$ cat config.mk
export PLATFORM = sky130hd
export DESIGN_NAME = mem_req_arbiter
export DESIGN_NICKNAME = d
export VERILOG_FILES = /design/src/rtl/mem_req_arbiter_pkg.sv /design/src/rtl/mem_req_arbiter_select.sv /design/src/rtl/mem_req_arbiter.sv
export SDC_FILE = /design/constraint.sdc
export NUM_CORES = 1
export LEC_CHECK = 0
export BUFFER_PORTS_ARGS = -buffer_cell sky130_fd_sc_hd__buf_2
export CAP_MARGIN = 20
export CORE_AREA = 2 2 165 167
export CTS_BUF_LIST = sky130_fd_sc_hd__clkbuf_16
export DETAILED_ROUTE_END_ITERATION = 12
export DIE_AREA = 0 0 167 169
export MAX_ROUTING_LAYER = met4
export PLACE_DENSITY = 0.44
export SLEW_MARGIN = 20
export SYNTH_ARGS = -nofsm -noshare
export SYNTH_HDL_FRONTEND = slang
export SYNTH_HIERARCHICAL = 1
export SYNTH_SLANG_ARGS = --single-unit
$ cat constraint.sdc
create_clock -name clk -period 3.19 [get_ports clk]
set_input_delay 0.7975 -clock clk [delete_from_list [all_inputs] [get_ports clk]]
set_output_delay 0.7975 -clock clk [all_outputs]
set_load 0.02 [all_outputs]
$ cat src/rtl/mem_req_arbiter_pkg.sv
// Shared types for the memory-side request arbiter: cbus request/response structs,
// FSM state encoding and requester port indices.
package mem_req_arbiter_pkg;

   typedef enum logic {
      ARB_IDLE,
      ARB_BUSY
   } arb_state_t;

   localparam int unsigned MEM_REQ_DATA   = 0;
   localparam int unsigned MEM_REQ_IFETCH = 1;
   localparam int unsigned MEM_REQ_PTW    = 2;
   localparam int unsigned MEM_REQ_NUM    = 3;

   // len is beats-minus-one: len=0 is a single-beat transaction
   typedef struct packed {
      logic        valid;
      logic        we;
      logic [3:0]  len;
      logic [31:0] addr;
      logic [31:0] wdata;
   } cbus_req_t;

   typedef struct packed {
      logic        ready;
      logic        last;
      logic [31:0] rdata;
   } cbus_resp_t;

endpackage

$ cat src/rtl/mem_req_arbiter_select.sv
// Combinational rotating-priority picker: first valid requester at or after base_i,
// wrapping modulo NUM_REQ. Tying base_i to 0 gives plain lowest-index-wins priority.
module arb_priority_select #(
   parameter int unsigned NUM_REQ = 3,
   parameter int unsigned IDX_W   = 2
) (
   input  logic [NUM_REQ-1:0] valid_i,
   input  logic [IDX_W-1:0]   base_i,
   output logic               any_valid_o,
   output logic [IDX_W-1:0]   winner_o
);

   logic [NUM_REQ-1:0] rotated;
   logic [IDX_W:0]     offset;
   logic [IDX_W:0]     sum;

   always_comb begin
      rotated     = NUM_REQ'({valid_i, valid_i} >> base_i);
      any_valid_o = |valid_i;
      offset      = '0;
      // descending scan so the lowest rotated position is the one left standing
      for (int unsigned i = NUM_REQ; i > 0; i--) begin
         if (rotated[i-1]) offset = (IDX_W+1)'(i - 1);
      end
      sum = {1'b0, base_i} + offset;
      if (sum >= (IDX_W+1)'(NUM_REQ)) sum = sum - (IDX_W+1)'(NUM_REQ);
      winner_o = sum[IDX_W-1:0];
   end

endmodule

$ cat src/rtl/mem_req_arbiter.sv
// Single-transaction cbus arbiter for data / ifetch / PTW requesters; grant held until last beat.
// Define ARB_ROUND_ROBIN_EN for rotating priority; default is fixed priority (lowest index wins).
module mem_req_arbiter
   import mem_req_arbiter_pkg::*;
#(
   parameter int unsigned NUM_REQ = MEM_REQ_NUM,
   parameter int unsigned IDX_W   = (NUM_REQ > 1) ? $clog2(NUM_REQ) : 1
) (
   input  logic             clk,
   input  logic             reset,
   input  cbus_req_t        ireqs  [NUM_REQ],
   output cbus_resp_t       iresps [NUM_REQ],
   output cbus_req_t        oreq,
   input  cbus_resp_t       oresp,
   output logic             busy,
   output logic [IDX_W-1:0] grant_idx
);

   arb_state_t         state_q;
   logic               busy_q;
   logic [IDX_W-1:0]   grant_idx_q;
   logic [IDX_W-1:0]   base;
   logic [IDX_W-1:0]   winner;
   logic               any_valid;
   logic [NUM_REQ-1:0] req_valid;
   cbus_req_t          granted_req;

   always_comb begin
      for (int unsigned i = 0; i < NUM_REQ; i++) req_valid[i] = ireqs[i].valid;
   end

   arb_priority_select #(
      .NUM_REQ (NUM_REQ),
      .IDX_W   (IDX_W)
   ) u_select (
      .valid_i     (req_valid),
      .base_i      (base),
      .any_valid_o (any_valid),
      .winner_o    (winner)
   );

`ifdef ARB_ROUND_ROBIN_EN
   logic [IDX_W-1:0] rr_ptr_q;
   logic [IDX_W-1:0] rr_ptr_d;

   assign rr_ptr_d = (winner == IDX_W'(NUM_REQ - 1)) ? '0 : winner + IDX_W'(1);

   always_ff @(posedge clk) begin
      if (reset)                                  rr_ptr_q <= '0;
      else if (state_q == ARB_IDLE && any_valid) rr_ptr_q <= rr_ptr_d;
   end

   assign base = rr_ptr_q;
`else
   assign base = '0;
`endif

   assign granted_req = ireqs[grant_idx_q];

   // abort (granted valid dropped) and final beat both end the transaction
   always_ff @(posedge clk) begin
      if (reset) begin
         state_q     <= ARB_IDLE;
         busy_q      <= 1'b0;
         grant_idx_q <= '0;
      end else begin
         case (state_q)
            ARB_IDLE: begin
               if (any_valid) begin
                  state_q     <= ARB_BUSY;
                  busy_q      <= 1'b1;
                  grant_idx_q <= winner;
               end
            end
            ARB_BUSY: begin
               if (!granted_req.valid || (oresp.ready && oresp.last)) begin
                  state_q <= ARB_IDLE;
                  busy_q  <= 1'b0;
               end
            end
            default: begin
               state_q <= ARB_IDLE;
               busy_q  <= 1'b0;
            end
         endcase
      end
   end

   always_comb begin
      oreq = (state_q == ARB_BUSY) ? granted_req : '0;
      for (int unsigned i = 0; i < NUM_REQ; i++) iresps[i] = '0;
      if (state_q == ARB_BUSY) iresps[grant_idx_q] = oresp;
   end

   assign busy      = busy_q;
   assign grant_idx = grant_idx_q;

endmodule

After elaboration in Yosys (flattened, before gate mapping)

Cells that the tools add are included.

Bits in registers: 4
Input port bits: 246
Output and inout port bits: 175

Add/subtract/negate cells: 1
Order comparisons: 3
Eq/ne operators: 2
Muxes and demuxes: 17
Bitwise logic cells: 3
Reduce and logical (&&, ||, !) cells: 7

Operators by type and width:

| cell                                                                     | number |
|---|---|
| 70-bit 2-to-1 mux                                                        | 3 |
| 70-bit binary-select mux with 2-bit select                               | 1 |
| 102-bit AND                                                              | 1 |
| 102-bit 2-to-1 mux                                                       | 1 |
| 34-bit demux with 2-bit select                                           | 1 |
| 34-bit 2-to-1 mux                                                        | 1 |
| 2-bit 2-to-1 mux                                                         | 4 |
| 1-bit 2-to-1 mux                                                         | 4 |
| 1-bit one-hot mux with 2 select lines                                    | 2 |
| 2-bit AND reduction                                                      | 2 |
| 3-bit greater-or-equal comparator (second input constant)                | 1 |
| 3-bit by 1-bit < comparator with 1-bit output (second input constant)    | 1 |
| 2-bit NOT with 3-bit output                                              | 1 |
| 3-bit OR reduction                                                       | 1 |
| 2-bit greater-or-equal comparator (second input constant)                | 1 |
| 1-bit logical AND                                                        | 2 |
| 2-bit by 1-bit inequality test with 1-bit output (second input constant) | 1 |
| 2-bit inequality test (second input constant)                            | 1 |
| 2-bit subtractor (second input constant)                                 | 1 |
| 1-bit zero test                                                          | 1 |
| 1-bit logical OR                                                         | 1 |
| 1-bit NOT                                                                | 1 |

Depth between registers and ports, before layout

Gate-level depths: netlist of the first run.

Depth in word-level cells: 8
Depth in mapped cells: 11
Mapped depth without buffers: 11

By module

The synthesis of the first run kept the hierarchy.

By module, submodules not included:

| module              | times used | cells an instance | area each (um^2) | seq. area each (um^2) |
|---|---|---|---|---|
| mem_req_arbiter     | 1          | 482               | 2881.5           | 80.1 |
| arb_priority_select | 1          | 21                | 168.9            | 0.0 |

Least setup slack after synthesis of the first run

OpenSTA, ideal clock, no wires.

Path type: input to register
Start point: input ireqs[69] in the netlist's numbering
End point: register grant_idx_q[1], in the netlist grant_idx[1]
Setup time: 0.114 ns
Data arrival time: 2.508 ns
Slack: 0.567 ns
Cell stages on the path: 8
Path buffers: 0
Path through: nor4b_1 a22o_1 a31o_2 fa_1 ha_1 o32a_1 mux2i_1 nor2_1

Word-level cells in the longest chain between the ends: 5

RTL lines:

| element                                                               | line                         | source |
|---|---|---|
| start, declared                                                       | mem_req_arbiter.sv:11        | `input cbus_req_t ireqs [NUM_REQ],` |
| 2-bit 2-to-1 mux (*) (3 in series)                                    | mem_req_arbiter_select.sv:23 | `if (rotated[i-1]) offset = (IDX_W+1)'(i - 1);` |
| 2-bit subtractor or 2-bit greater-or-equal comparator (tied branches) | mem_req_arbiter_select.sv:26 | `if (sum >= (IDX_W+1)'(NUM_REQ)) sum = sum - (IDX_W+1)'(NUM_REQ);` |
| 2-bit 2-to-1 mux (*)                                                  | mem_req_arbiter_select.sv:26 |  |
| via winner[1]                                                         | mem_req_arbiter.sv:23        | `logic [IDX_W-1:0] winner;` |
| end signal, assigned                                                  | mem_req_arbiter.sv:72        | `grant_idx_q <= winner;` |
| end, declared                                                         | mem_req_arbiter.sv:21        | `logic [IDX_W-1:0] grant_idx_q;` |

The timed path passes the listed nets; every way through them passes the cells marked *.
A chain may end at the register's enable or synchronous reset.

==> results.md, run 1 <==
- The flow ran to the end, and the final reports show no timing, DRC or antenna violations.
- In this run, post-CTS hold repair placed 0 buffers.
- Counting flops with an async set or reset pin after synthesis yields a share of 0%.
- After synthesis, the largest area contributor takes up 23.6% of total cell area.
- Broken down by cell family, the worst path's largest delay share belongs to flip-flops.
- The data arrival at the endpoint of the critical path is 2.10 ns.
- Entering global routing, the biggest net connects 58 pins.
- The initial antenna violation count came to 2.
- Dividing the detail-routed via count by the number of cells gives 3.85.
- The peak supply drop is 0.000166 V.
- The count of pins on the block boundary is 421.
- For the pin with the worst max-slew slack, the measured transition is 0.833 ns.
- The overall routing resource usage is 11.5%.
- The total number of yosys warnings is 6.
- Once detail routing completed, the nets flagged for antenna violations numbered 0.
- The core region is 26500 um2.
- The clock latency of the later-clocked register in the worst-skew pair is 0.22 ns.
- The number of buffers and inverters on the critical path is 2.
- The mean post-synth cell area is 6.06 um2.
- The cell count after synthesis came out at 503.
- In the routed design, unresolved DRC markers number 0.
- In this run the cell area of the synthesized design comes to 3050 um2.
- The worst reg2reg path endpoint is state_q$_SDFF_PP0_.
- Measured against its own limit, the worst slew margin works out to 44.5%.
- The count of port buffers added during placement is 420.
- The length in cells of the worst reg-to-reg path is 3.
- After detailed routing, the total wire length is 17.4 mm.
- The HPWL after detailed placement is 14.4 mm.
- The final RePlAce weighted congestion is 0.731.
- In this run the number of H-tree levels came out at 1.
- The number of distinct library cells after synthesis is 33.
- The detailed router's first-iteration violation count is 156.
- For flop-to-flop paths, the worst setup slack is 1.60 ns.
- The number of max-cap violations is 0.
- Measured along the x axis, the die boundary spans 167 um.
- The overall die area is 28200 um2.
- Before antenna repair, the detailed router went through 4 iterations.
- Among all cell types in the netlist, the one instantiated most often is sky130_fd_sc_hd__nor2_1.
- The largest area contributor in the netlist is sky130_fd_sc_hd__mux2i_1.
- The area growth from synthesis to layout is 82.8%.
- The slowest cell on the critical path is sky130_fd_sc_hd__dfxtp_4.
- The cell depth of the worst min-delay path is 1.
- The synthesized design contains 0 enable-type register cells.
- The tightest min-delay check is of the flop to flop type.
- By area the synthesized netlist is led by sky130_fd_sc_hd__mux2i_1 24%, sky130_fd_sc_hd__a21boi_1 16%, sky130_fd_sc_hd__nor2_1 13%.
- The final critical delay including setup and external delays is 2.90 ns.
- The number of hold violations in the final report was 0.
- The global-route wire length before repair is 25.3 mm.
- The register area share after synthesis is 2.63%.
- For this configuration, the core starts out at a cell density of 11.5%.
- The critical register-to-register path startpoint is grant_idx[1]$_SDFFE_PP0P_.
- The row count is 60.
- The routed layout has 4790 vias.
- The number of global-route vias before repair is 4621.
- The height of the die is 169 um.
- The number of buffers created by CTS is 3.
- The net total in the final layout is 1152.
- For this design the ratio of total power to cell area is 317 nW/um2.
- The clock tree buffer depth is 2.
- The worst setup path is launched from a flop.
- The worst hold path startpoint is busy$_SDFFE_PP0P_.
- Of all nets on the critical path, the largest fanout is 45.
- The commonest cells after synthesis are 105 x sky130_fd_sc_hd__nor2_1, 103 x sky130_fd_sc_hd__nand2_1, 72 x sky130_fd_sc_hd__mux2i_1.
- Clock skew on the completed layout was measured at 0.000924 ns.
- Cells fill 21.0% of the core in the end.
- The number of buffers inserted to repair setup after CTS is 0.
- The final max-slew violation count came to 0.
- The highest attainable clock frequency is 0.345 GHz.
- The cell chosen for the clock root is sky130_fd_sc_hd__clkbuf_16.
- After routing, the total negative slack on setup checks comes to 0 ns.
- Global routing finished with a remaining overflow of 0.
- The worst setup path is of the flop to primary output kind.
- The TritonCTS clock tree is done.
- The dominant synthesized flop cell is sky130_fd_sc_hd__dfxtp_1.
- The clock transition time at the flip-flop clock pins of the worst setup and hold paths is 0.03 ns.
- The worst endpoint required time is 2.39 ns.
- Summed over all cells, the static leakage comes to 0.00303 uW.
- The part of the cycle the worst path needs is 90.8%.
- The total power after layout is 1770 uW.
- Counting every sink on the clock net gives 4.
- The delay of the slowest cell on the worst path is 0.87 ns.
- The final setup violation count is 0.
- STA classifies the critical path endpoint as a primary output.
- The worst hold endpoint is busy$_SDFFE_PP0P_.
- The number of gates resized after CTS was 0.
- Cells with a size suffix above 1 make up 49.9% of the layout.
- The average wire per cell in the routed design is 14.0 um.
- Setup repair after global routing left no endpoint under its margin.
- Counting flops and latches in the post-synthesis netlist gives 4.
- Walking the worst path, the cells encountered are buf_12 -> mux2i_1 -> or2_1 -> a21boi_1 -> buf_2.
## layout make-up
| cell class | instances | area, um2 |
|---|---|---|
| multi-input combinational | 462 | 2760 |
| fill | 3103 | 20900 |
| clock buffer | 3 | 75.1 |
| sequential | 4 | 88.8 |
| tap | 341 | 427 |
| inverter | 1 | 3.75 |
| timing repair buffer | 431 | 2220 |
| antenna | 1 | 2.50 |
## cells in the final DEF (no fill, tap or decap), types with 8 or more instances in the layout
master / n
sky130_fd_sc_hd__mux2i_1: 72
sky130_fd_sc_hd__or2_1: 48
sky130_fd_sc_hd__or2_2: 10
sky130_fd_sc_hd__buf_2: 420
sky130_fd_sc_hd__a21boi_1: 67
sky130_fd_sc_hd__conb_1: 13
sky130_fd_sc_hd__nand2_1: 103
sky130_fd_sc_hd__nor2_1: 105
sky130_fd_sc_hd__or2_0: 12
sky130_fd_sc_hd__buf_4: 8
## cell families (layout without fill, tap and decap cells)
kind of cell / Yosys count / count (layout) / share of synthesized area, %
simple gates: 292 / 292 / 43.1
buf+inv: 49 / 435 / 8.70
flops: 4 / 4 / 2.63
mux: 72 / 72 / 23.6
compound gates: 82 / 82 / 20.3
other cells: 1 / 14 / 0.123
fa+ha+maj: 3 / 3 / 1.48
## worst max-delay path by stage
stage                               from                         to  slack (ns)  cells after the start
2_1_floorplan                  ireqs[69]  grant_idx[1]$_SDFFE_PP0P_        0.57                      8
3_3_place_gp                   ireqs[69]  grant_idx[1]$_SDFFE_PP0P_        0.31                      9
3_5_place_dp                   ireqs[69]  grant_idx[1]$_SDFFE_PP0P_        0.31                      9
4_1_cts        grant_idx[1]$_SDFFE_PP0P_                   oreq[41]        0.25                      5
5_1_grt        grant_idx[1]$_SDFFE_PP0P_                   oreq[43]        0.16                      5
6_report       grant_idx[1]$_SDFFE_PP0P_                   oreq[41]        0.29                      5
## state kept, by name, summed over array words and instances, names as in the netlist
register   cells
grant_idx      2
busy           1
state_q        1
## per-layer routing
layer | global-route usage, % | routed length [um] | vias to the layer above
met1 | 13.5 | 7270 | 2098
met2 | 21.4 | 8740 | 256
met5 | - | 0 | -
met3 | 1.85 | 1380 | 4
li1 | - | - | 2432
met4 | 1.09 | 48 | 0
## per-stage QoR
stage | hold slack [ns] | setup WS, ns | instances | cell area, um2
3_5_place_dp | 0.501 | 0.310 | 1239 | 5500
4_1_cts | 0.508 | 0.251 | 1242 | 5570
3_3_place_gp | 0.498 | 0.314 | 1239 | 5500
6_report | 0.504 | 0.293 | 1243 | 5580
5_1_grt | 0.530 | 0.162 | 1243 | 5580
2_1_floorplan | 0.622 | 0.567 | 515 | 3100
## power breakdown
group          total (uW)  switching (uW)  internal (uW)
sequential            149            88.4           60.5
clock                 192            32.5            160
combinational        1420             825            600
total                1770             946            820
No activity file was read; power rests on OpenSTA's default activity.
==> run 2: changes to the inputs <==
--- a/config.mk
+++ b/config.mk
@@ -13,6 +13,7 @@
 export DIE_AREA = 0 0 167 169
 export MAX_ROUTING_LAYER = met4
 export PLACE_DENSITY = 0.44
+export SETUP_SLACK_MARGIN = 0.1
 export SLEW_MARGIN = 20
 export SYNTH_ARGS = -nofsm -noshare
 export SYNTH_HDL_FRONTEND = slang
==> constraint.sdc (replaced) <==
create_clock -name clk -period 3.54 [get_ports clk]
set_input_delay 0.885 -clock clk [delete_from_list [all_inputs] [get_ports clk]]
set_output_delay 0.885 -clock clk [all_outputs]
set_load 0.02 [all_outputs]
==> run 2 against run 1 <==
Against the previous run:
- via count down 0.84%
- die area stayed put
- combinational power shrank 6%
- sequential cell count did not move
- count of clock-buffer cells in the layout unchanged
- register-to-register slack improved by 0.57 ns
- global-route usage is 0.21 points lower
- worst setup slack better by 0.51 ns
- wire length down 1.0%
- cell count about the same
- critical path depth up 4
==> results.md, run 2 (synthesized netlist as in run 1, its figures left out) <==
- The maximum number of pins on one net before global-route repair is 70 (was 58).
- The leftover overflow at the end of global routing is 0 (unchanged).
- The number of flip-flops in the largest register came to 2 (unchanged).
- The count of filler cells inserted in the layout is 3083 (was 3103).
- The area of the core region is 26500 um2 (unchanged).
- The highest attainable clock frequency is 0.365 GHz.
- The setup TNS was 0 ns (unchanged).
- The number of buffers created by CTS came to 3 (unchanged).
- The level count of the clock H-tree is 1 (unchanged).
- The HPWL after detailed placement is 14.4 mm (about the same).
- The final max-slew violation count was 0 (unchanged).
- The TritonCTS clock tree is done (unchanged).
- The critical register-to-register path startpoint is state_q$_SDFF_PP0_ (was grant_idx[1]$_SDFFE_PP0P_).
- The path category of the worst min-delay check is flop to flop (unchanged).
- Dividing the final minimum period by the clock period gives 77.3%.
- The global-route wire length before repair is 24.8 mm (was 25.3 mm).
- The worst hold path startpoint is busy$_SDFFE_PP0P_ (unchanged).
- RSZ-0062 raised after global routing: false (unchanged).
- The cell depth of the worst min-delay path came to 1 (unchanged).
- Highest-count cells in the layout ignoring fill and taps: 420 x sky130_fd_sc_hd__buf_2, 105 x sky130_fd_sc_hd__nor2_1, 103 x sky130_fd_sc_hd__nand2_1 (unchanged).
- The starting density of the core is 11.5% (unchanged).
- The number of gates resized after CTS is 0 (unchanged).
- The slack of the worst reg-to-reg path is 2.17 ns (was 1.60 ns).
- The average wire per cell in the routed design is 13.9 um (was 14.0 um).
- The x dimension of the die is 167 um (unchanged).
- The DRC violations left is 0 (unchanged).
- The total power after layout came to 1600 uW (was 1770 uW).
- The overall die area is 28200 um2 (unchanged).
- The worst-case clock skew was 0.00164 ns (was 0.000924 ns).
- The cell chosen for the clock root is sky130_fd_sc_hd__clkbuf_16 (unchanged).
- The power per unit of standard cell area was 286 nW/um2 (was 317 nW/um2).
- The detailed router's first-iteration violation count was 136 (was 156).
- The clock tree buffer depth is 2 (unchanged).
- The critical setup path kind was input port to flop (was flop to primary output).
- The final setup violation count was 0 (unchanged).
- The vias per cell is 3.82 (was 3.85).
- The worst hold slack was 0.502 ns (was 0.504 ns).
- The wire length after detailed routing came to 17.3 mm (was 17.4 mm).
- The number of vias in the routed layout is 4750 (was 4790).
- The clock latency of the later-clocked register in the worst-skew pair is 0.23 ns (was 0.22 ns).
- The worst endpoint required time was 3.65 ns (was 2.39 ns).
- Outcome: finished, final reports clean (unchanged).
- The worst hold endpoint is busy$_SDFFE_PP0P_ (unchanged).
- The count of port buffers added during placement is 420 (unchanged).
- The worst-case setup margin in the final layout is 0.802 ns (was 0.293 ns).
- The final RePlAce weighted congestion came to 0.781 (was 0.731).
- The storage element area is 88.8 um2 (unchanged).
- The data arrival at the endpoint of the critical path is 2.85 ns (was 2.10 ns).
- The routed design could run at a clock period as short as 2.74 ns.
- The row count is 60 (unchanged).
- The number of detailed-routing iterations run before antenna repair is 4 (unchanged).
- The most common cell after layout, fill and taps aside is sky130_fd_sc_hd__buf_2 (unchanged).
- The top fanout value on the critical path was 7 (was 45).
- The net total in the final layout came to 1151 (was 1152).
- The quantity of hold-fixing buffers added after cts came to 0 (unchanged).
- The initial antenna violation count is 1 (was 2).
- The final cell utilization of the core is 21.1% (was 21.0%).
- The peak supply drop is 0.000120 V (was 0.000166 V).
- The type of element launching the critical path is an input port (was flop).
- The clock transition time at the flip-flop clock pins of the worst setup and hold paths is 0.03 ns (about the same).
- The length in cells of the worst reg-to-reg path came to 4 (was 3).
- The fraction of final layout cells sized beyond drive strength 1 is 49.9% (about the same).
- The area of the multi-input gates was 2760 um2 (unchanged).
- The standby leakage power is 0.00302 uW (was 0.00303 uW).
- The overall routing resource usage was 11.3% (was 11.5%).
- The placement-stage worst setup slack is 0.582 ns (was 0.310 ns).
- The number of hold violations in the final report was 0 (unchanged).
- The number of buffers inserted to repair setup after CTS was 0 (unchanged).
- The sort of element at the end of the critical path is a flop (was primary output).
- The number of global-route vias before repair was 4535 (was 4621).
- The count of pins on the block boundary is 421 (unchanged).
- The area growth from synthesis to layout came to 83.0% (was 82.8%).
- The number of clock sinks was 4 (unchanged).
- The worst reg2reg path endpoint is grant_idx[1]$_SDFFE_PP0P_ (was state_q$_SDFF_PP0_).
- The height of the die is 169 um (unchanged).
- The post-detailed-route count of antenna-violating nets was 0 (unchanged).
- The number of max-cap violations is 0 (unchanged).
[run 2: report_power, final]
group	switching, uW	internal (uW)
Sequential	35.3	54.5
Clock	32.7	144
Combinational	788	542
[run 2: worst max-delay path by stage]
stage	slack [ns]	from	endpoint
2_1_floorplan	0.83	ireqs[69]	grant_idx[1]$_SDFFE_PP0P_
3_3_place_gp	0.57	ireqs[69]	grant_idx[1]$_SDFFE_PP0P_
3_5_place_dp	0.58	ireqs[69]	grant_idx[1]$_SDFFE_PP0P_
4_1_cts	0.76	grant_idx[0]$_SDFFE_PP0P_	oreq[26]
5_1_grt	0.67	ireqs[69]	grant_idx[1]$_SDFFE_PP0P_
6_report	0.80	ireqs[69]	grant_idx[1]$_SDFFE_PP0P_
[run 2: per-layer routing]
| layer | wire length, um | vias to the layer above | GRT usage (%) |
|---|---|---|---|
| li1 | - | 2422 | - |
| met1 | 7260 | 2074 | 13.4 |
| met2 | 8600 | 250 | 20.7 |
| met3 | 1360 | 4 | 2.03 |
| met4 | 42 | 0 | 0.787 |
| met5 | 0 | - | - |
[run 2: layout make-up]
cell class | instances | area share, %
Multi-Input combinational cell | 462 | 49.4
Timing Repair Buffer | 430 | 39.9
Clock buffer | 3 | 1.34
Inverter | 1 | 0.0672
Sequential cell | 4 | 1.59
Tap cell | 341 | 7.64
Antenna cell | 1 | 0.0448
[run 2: stage by stage]
step	instance area, um2	cells
after CTS	5580	1241
after floorplan	3100	515
after global routing	5580	1242
after detailed placement	5500	1238
final	5580	1242
after global placement	5500	1238
[run 2: critical path: stages]
cell and delay (ns):
sky130_fd_sc_hd__buf_2 0.13, sky130_fd_sc_hd__nor4b_1 0.14, sky130_fd_sc_hd__a22o_1 0.17, sky130_fd_sc_hd__a31o_2 0.22, sky130_fd_sc_hd__fa_1 0.50, sky130_fd_sc_hd__ha_1 0.26
sky130_fd_sc_hd__o32a_1 0.35, sky130_fd_sc_hd__mux2i_1 0.14, sky130_fd_sc_hd__nor2_1 0.05
==> run 3: changes to the inputs <==
--- a/config.mk
+++ b/config.mk
@@ -7,12 +7,12 @@
 export LEC_CHECK = 0
 export BUFFER_PORTS_ARGS = -buffer_cell sky130_fd_sc_hd__buf_2
 export CAP_MARGIN = 20
-export CORE_AREA = 2 2 165 167
+export CORE_AREA = 2 2 163 165
 export CTS_BUF_LIST = sky130_fd_sc_hd__clkbuf_16
 export DETAILED_ROUTE_END_ITERATION = 12
-export DIE_AREA = 0 0 167 169
+export DIE_AREA = 0 0 165 167
 export MAX_ROUTING_LAYER = met4
-export PLACE_DENSITY = 0.44
+export PLACE_DENSITY = 0.45
 export SETUP_SLACK_MARGIN = 0.1
 export SLEW_MARGIN = 20
 export SYNTH_ARGS = -nofsm -noshare
==> constraint.sdc (replaced) <==
create_clock -name clk -period 2.3 [get_ports clk]
set_input_delay 0.575 -clock clk [delete_from_list [all_inputs] [get_ports clk]]
set_output_delay 0.575 -clock clk [all_outputs]
set_load 0.02 [all_outputs]
==> run 3 against run 2 <==
Against the previous run:
- total power rose by 85%
- clock power rose by 54%
- die area fell by 2.4%
- combinational power rose by 95%
- sequential power rose by 8.8%
- via count rose by 4.4%
- non-clock buffer count rose by 19
- cell count rose by 1.2%
- count of clock-buffer cells in the layout did not move
- utilization rose by 3.4 points
- final area rose by 13%
- critical endpoint is now iresps[92]
- largest cell class unchanged
==> results.md, run 3 (synthesized netlist as in run 1, its figures left out) <==
- Outcome: finished, final reports clean (unchanged).
- The count of filler cells inserted in the layout is 2904 (was 3083).
- The TritonCTS clock tree is done (unchanged).
- The peak supply drop is 0.000310 V (was 0.000120 V).
- The clock latency of the later-clocked register in the worst-skew pair is 0.22 ns (was 0.23 ns).
- The number of detailed-routing iterations run before antenna repair was 4 (unchanged).
- The total non-filler cell area in the finished layout is 6300 um2 (was 5580 um2).
- The overall die area is 27600 um2 (was 28200 um2).
- The row count is 59 (was 60).
- The critical setup path kind is flop to primary output (was input port to flop).
- The starting density of the core is 11.8% (was 11.5%).
- The type of element launching the critical path is a flop (was input port).
- The number of flip-flops in the largest register is 2 (unchanged).
- The clock tree buffer depth came to 2 (unchanged).
- The worst path in the final design needs a cycle of 2.24 ns, including I/O delays and setup.
- The final setup violation count was 0 (unchanged).
- The most common cell after layout, fill and taps aside is sky130_fd_sc_hd__buf_2 (unchanged).
- Highest-count cells in the layout ignoring fill and taps: 381 x sky130_fd_sc_hd__buf_2, 103 x sky130_fd_sc_hd__nand2_1, 78 x sky130_fd_sc_hd__nor2_1 (was 420 x sky130_fd_sc_hd__buf_2, 105 x sky130_fd_sc_hd__nor2_1, 103 x sky130_fd_sc_hd__nand2_1).
- The net total in the final layout is 1170 (was 1151).
- The final max-slew violation count is 0 (unchanged).
- The level count of the clock H-tree is 1 (unchanged).
- The initial antenna violation count came to 3 (was 1).
- The DRC violations left is 0 (unchanged).
- The number of global-route vias before repair is 4665 (was 4535).
- The worst hold slack is 0.518 ns (was 0.502 ns).
- The x dimension of the die was 165 um (was 167 um).
- The number of hold violations in the final report came to 0 (unchanged).
- The average wire per cell in the routed design was 14.9 um (was 13.9 um).
- Derived from the worst setup path, the maximum achievable clock frequency is 0.446 GHz.
- The number of buffers created by CTS came to 3 (unchanged).
- The final RePlAce weighted congestion is 0.788 (was 0.781).
- The post-detailed-route count of antenna-violating nets came to 0 (unchanged).
- The area of the core region was 25800 um2 (was 26500 um2).
- The total cell area at the placement stage is 5630 um2 (was 5500 um2).
- The area growth from synthesis to layout came to 107% (was 83.0%).
- The sort of element at the end of the critical path is a primary output (was flop).
- The wire length after detailed routing is 18.7 mm (was 17.3 mm).
- The vias per cell came to 3.94 (was 3.82).
- The path category of the worst min-delay check is flop to flop (unchanged).
- The number of max-cap violations is 0 (unchanged).
- The leftover overflow at the end of global routing is 0 (unchanged).
- The data arrival at the endpoint of the critical path was 1.67 ns (was 2.85 ns).
- The height of the die came to 167 um (was 169 um).
- The clock transition time at the flip-flop clock pins of the worst setup and hold paths is 0.03 ns (about the same).
- The number of clock sinks is 4 (unchanged).
- The cell chosen for the clock root is sky130_fd_sc_hd__clkbuf_16 (unchanged).
- The HPWL after detailed placement is 14.2 mm (was 14.4 mm).
- The count of port buffers added during placement came to 420 (unchanged).
- The part of the cycle the worst path needs is 97.5%.
- RSZ-0062 raised after global routing: true (was false).
- The standby leakage power is 0.00321 uW (was 0.00302 uW).
- The overall routing resource usage is 11.8% (was 11.3%).
- The global-route wire length before repair came to 25.0 mm (was 24.8 mm).
- The top fanout value on the critical path is 8 (was 7).
- The worst endpoint required time is 1.73 ns (was 3.65 ns).
- The power per unit of standard cell area was 470 nW/um2 (was 286 nW/um2).
- The worst-case clock skew was 0.00109 ns (was 0.00164 ns).
- The fraction of final layout cells sized beyond drive strength 1 is 55.0% (was 49.9%).
- The detailed router's first-iteration violation count is 134 (was 136).
- The count of pins on the block boundary came to 421 (unchanged).
- The number of vias in the routed layout was 4957 (was 4750).
- The maximum number of pins on one net before global-route repair is 62 (was 70).
## run 3: layout make-up
| type | instances | area (um2) | area share [%] |
|---|---|---|---|
| sequential | 4 | 88.8 | 1.41 |
| clock buffer | 3 | 75.1 | 1.19 |
| antenna | 3 | 7.51 | 0.119 |
| inverter | 1 | 3.75 | 0.0595 |
| multi-input combinational | 462 | 2970 | 47.1 |
| timing repair buffer | 449 | 2740 | 43.5 |
| tap | 335 | 419 | 6.65 |
## run 3: where the power goes
part / leakage, uW / switching [uW] / internal, uW
registers: 0.0000347 / 14.1 / 83.7
clock network: 0.0000370 / 49.4 / 222
logic: 0.00314 / 1440 / 1160
total: 0.00321 / 1500 / 1460
## run 3: timing repair
item / 4_1_cts / 5_1_grt
setup buffers: 4 / 0
endpoints found under the hold margin: 0 / 0
pin swaps: 1 / 19
resized for setup: 5 / 124
cloned: 2 / 5
hold buffers: 0 / 0
endpoints found under the setup margin: 55 / 113
## run 3: layer usage
layer  up-vias  GRT usage, %  part of all wire [%]
li1       2468             -                     -
met3        16          1.47                   7.1
met4         0          1.51                   1.2
met2       276          23.1                    53
met1      2197          12.8                    39
met5         -             -                     0
## run 3: per-stage QoR
stage               total power, uW  cells  TNS (ns)  setup slack [ns]  util (%)
floorplan                      1490    515   -0.0337           -0.0337         -
global placement               2260   1241    -0.379            -0.221      21.9
detailed placement             2260   1241    -0.433            -0.250      21.9
CTS                            2650   1250         0            0.0535      22.6
global route                   3180   1257         0           0.00487      24.5
finish                         2960   1257         0            0.0573      24.5
## run 3: final timing paths
| check | startpoint | end | slack (ns) | cells after the start |
|---|---|---|---|---|
| worst min-delay path | busy$_SDFFE_PP0P_ | busy$_SDFFE_PP0P_ | 0.52 | 1 |
| worst min register to register | busy$_SDFFE_PP0P_ | busy$_SDFFE_PP0P_ | 0.52 | 1 |
| worst max register to register | state_q$_SDFF_PP0_ | grant_idx[1]$_SDFFE_PP0P_ | 1.10 | 4 |
| worst max-delay path | grant_idx[1]$_SDFFE_PP0P_ | iresps[92] | 0.06 | 6 |
## run 3: critical path, cell delays in order (launching register included)
cell                        delay [ns]
sky130_fd_sc_hd__dfxtp_4          0.36
sky130_fd_sc_hd__buf_12           0.15
sky130_fd_sc_hd__buf_12           0.14
sky130_fd_sc_hd__or2_4            0.32
sky130_fd_sc_hd__clkbuf_16        0.20
sky130_fd_sc_hd__nor2_2           0.11
sky130_fd_sc_hd__buf_4            0.14
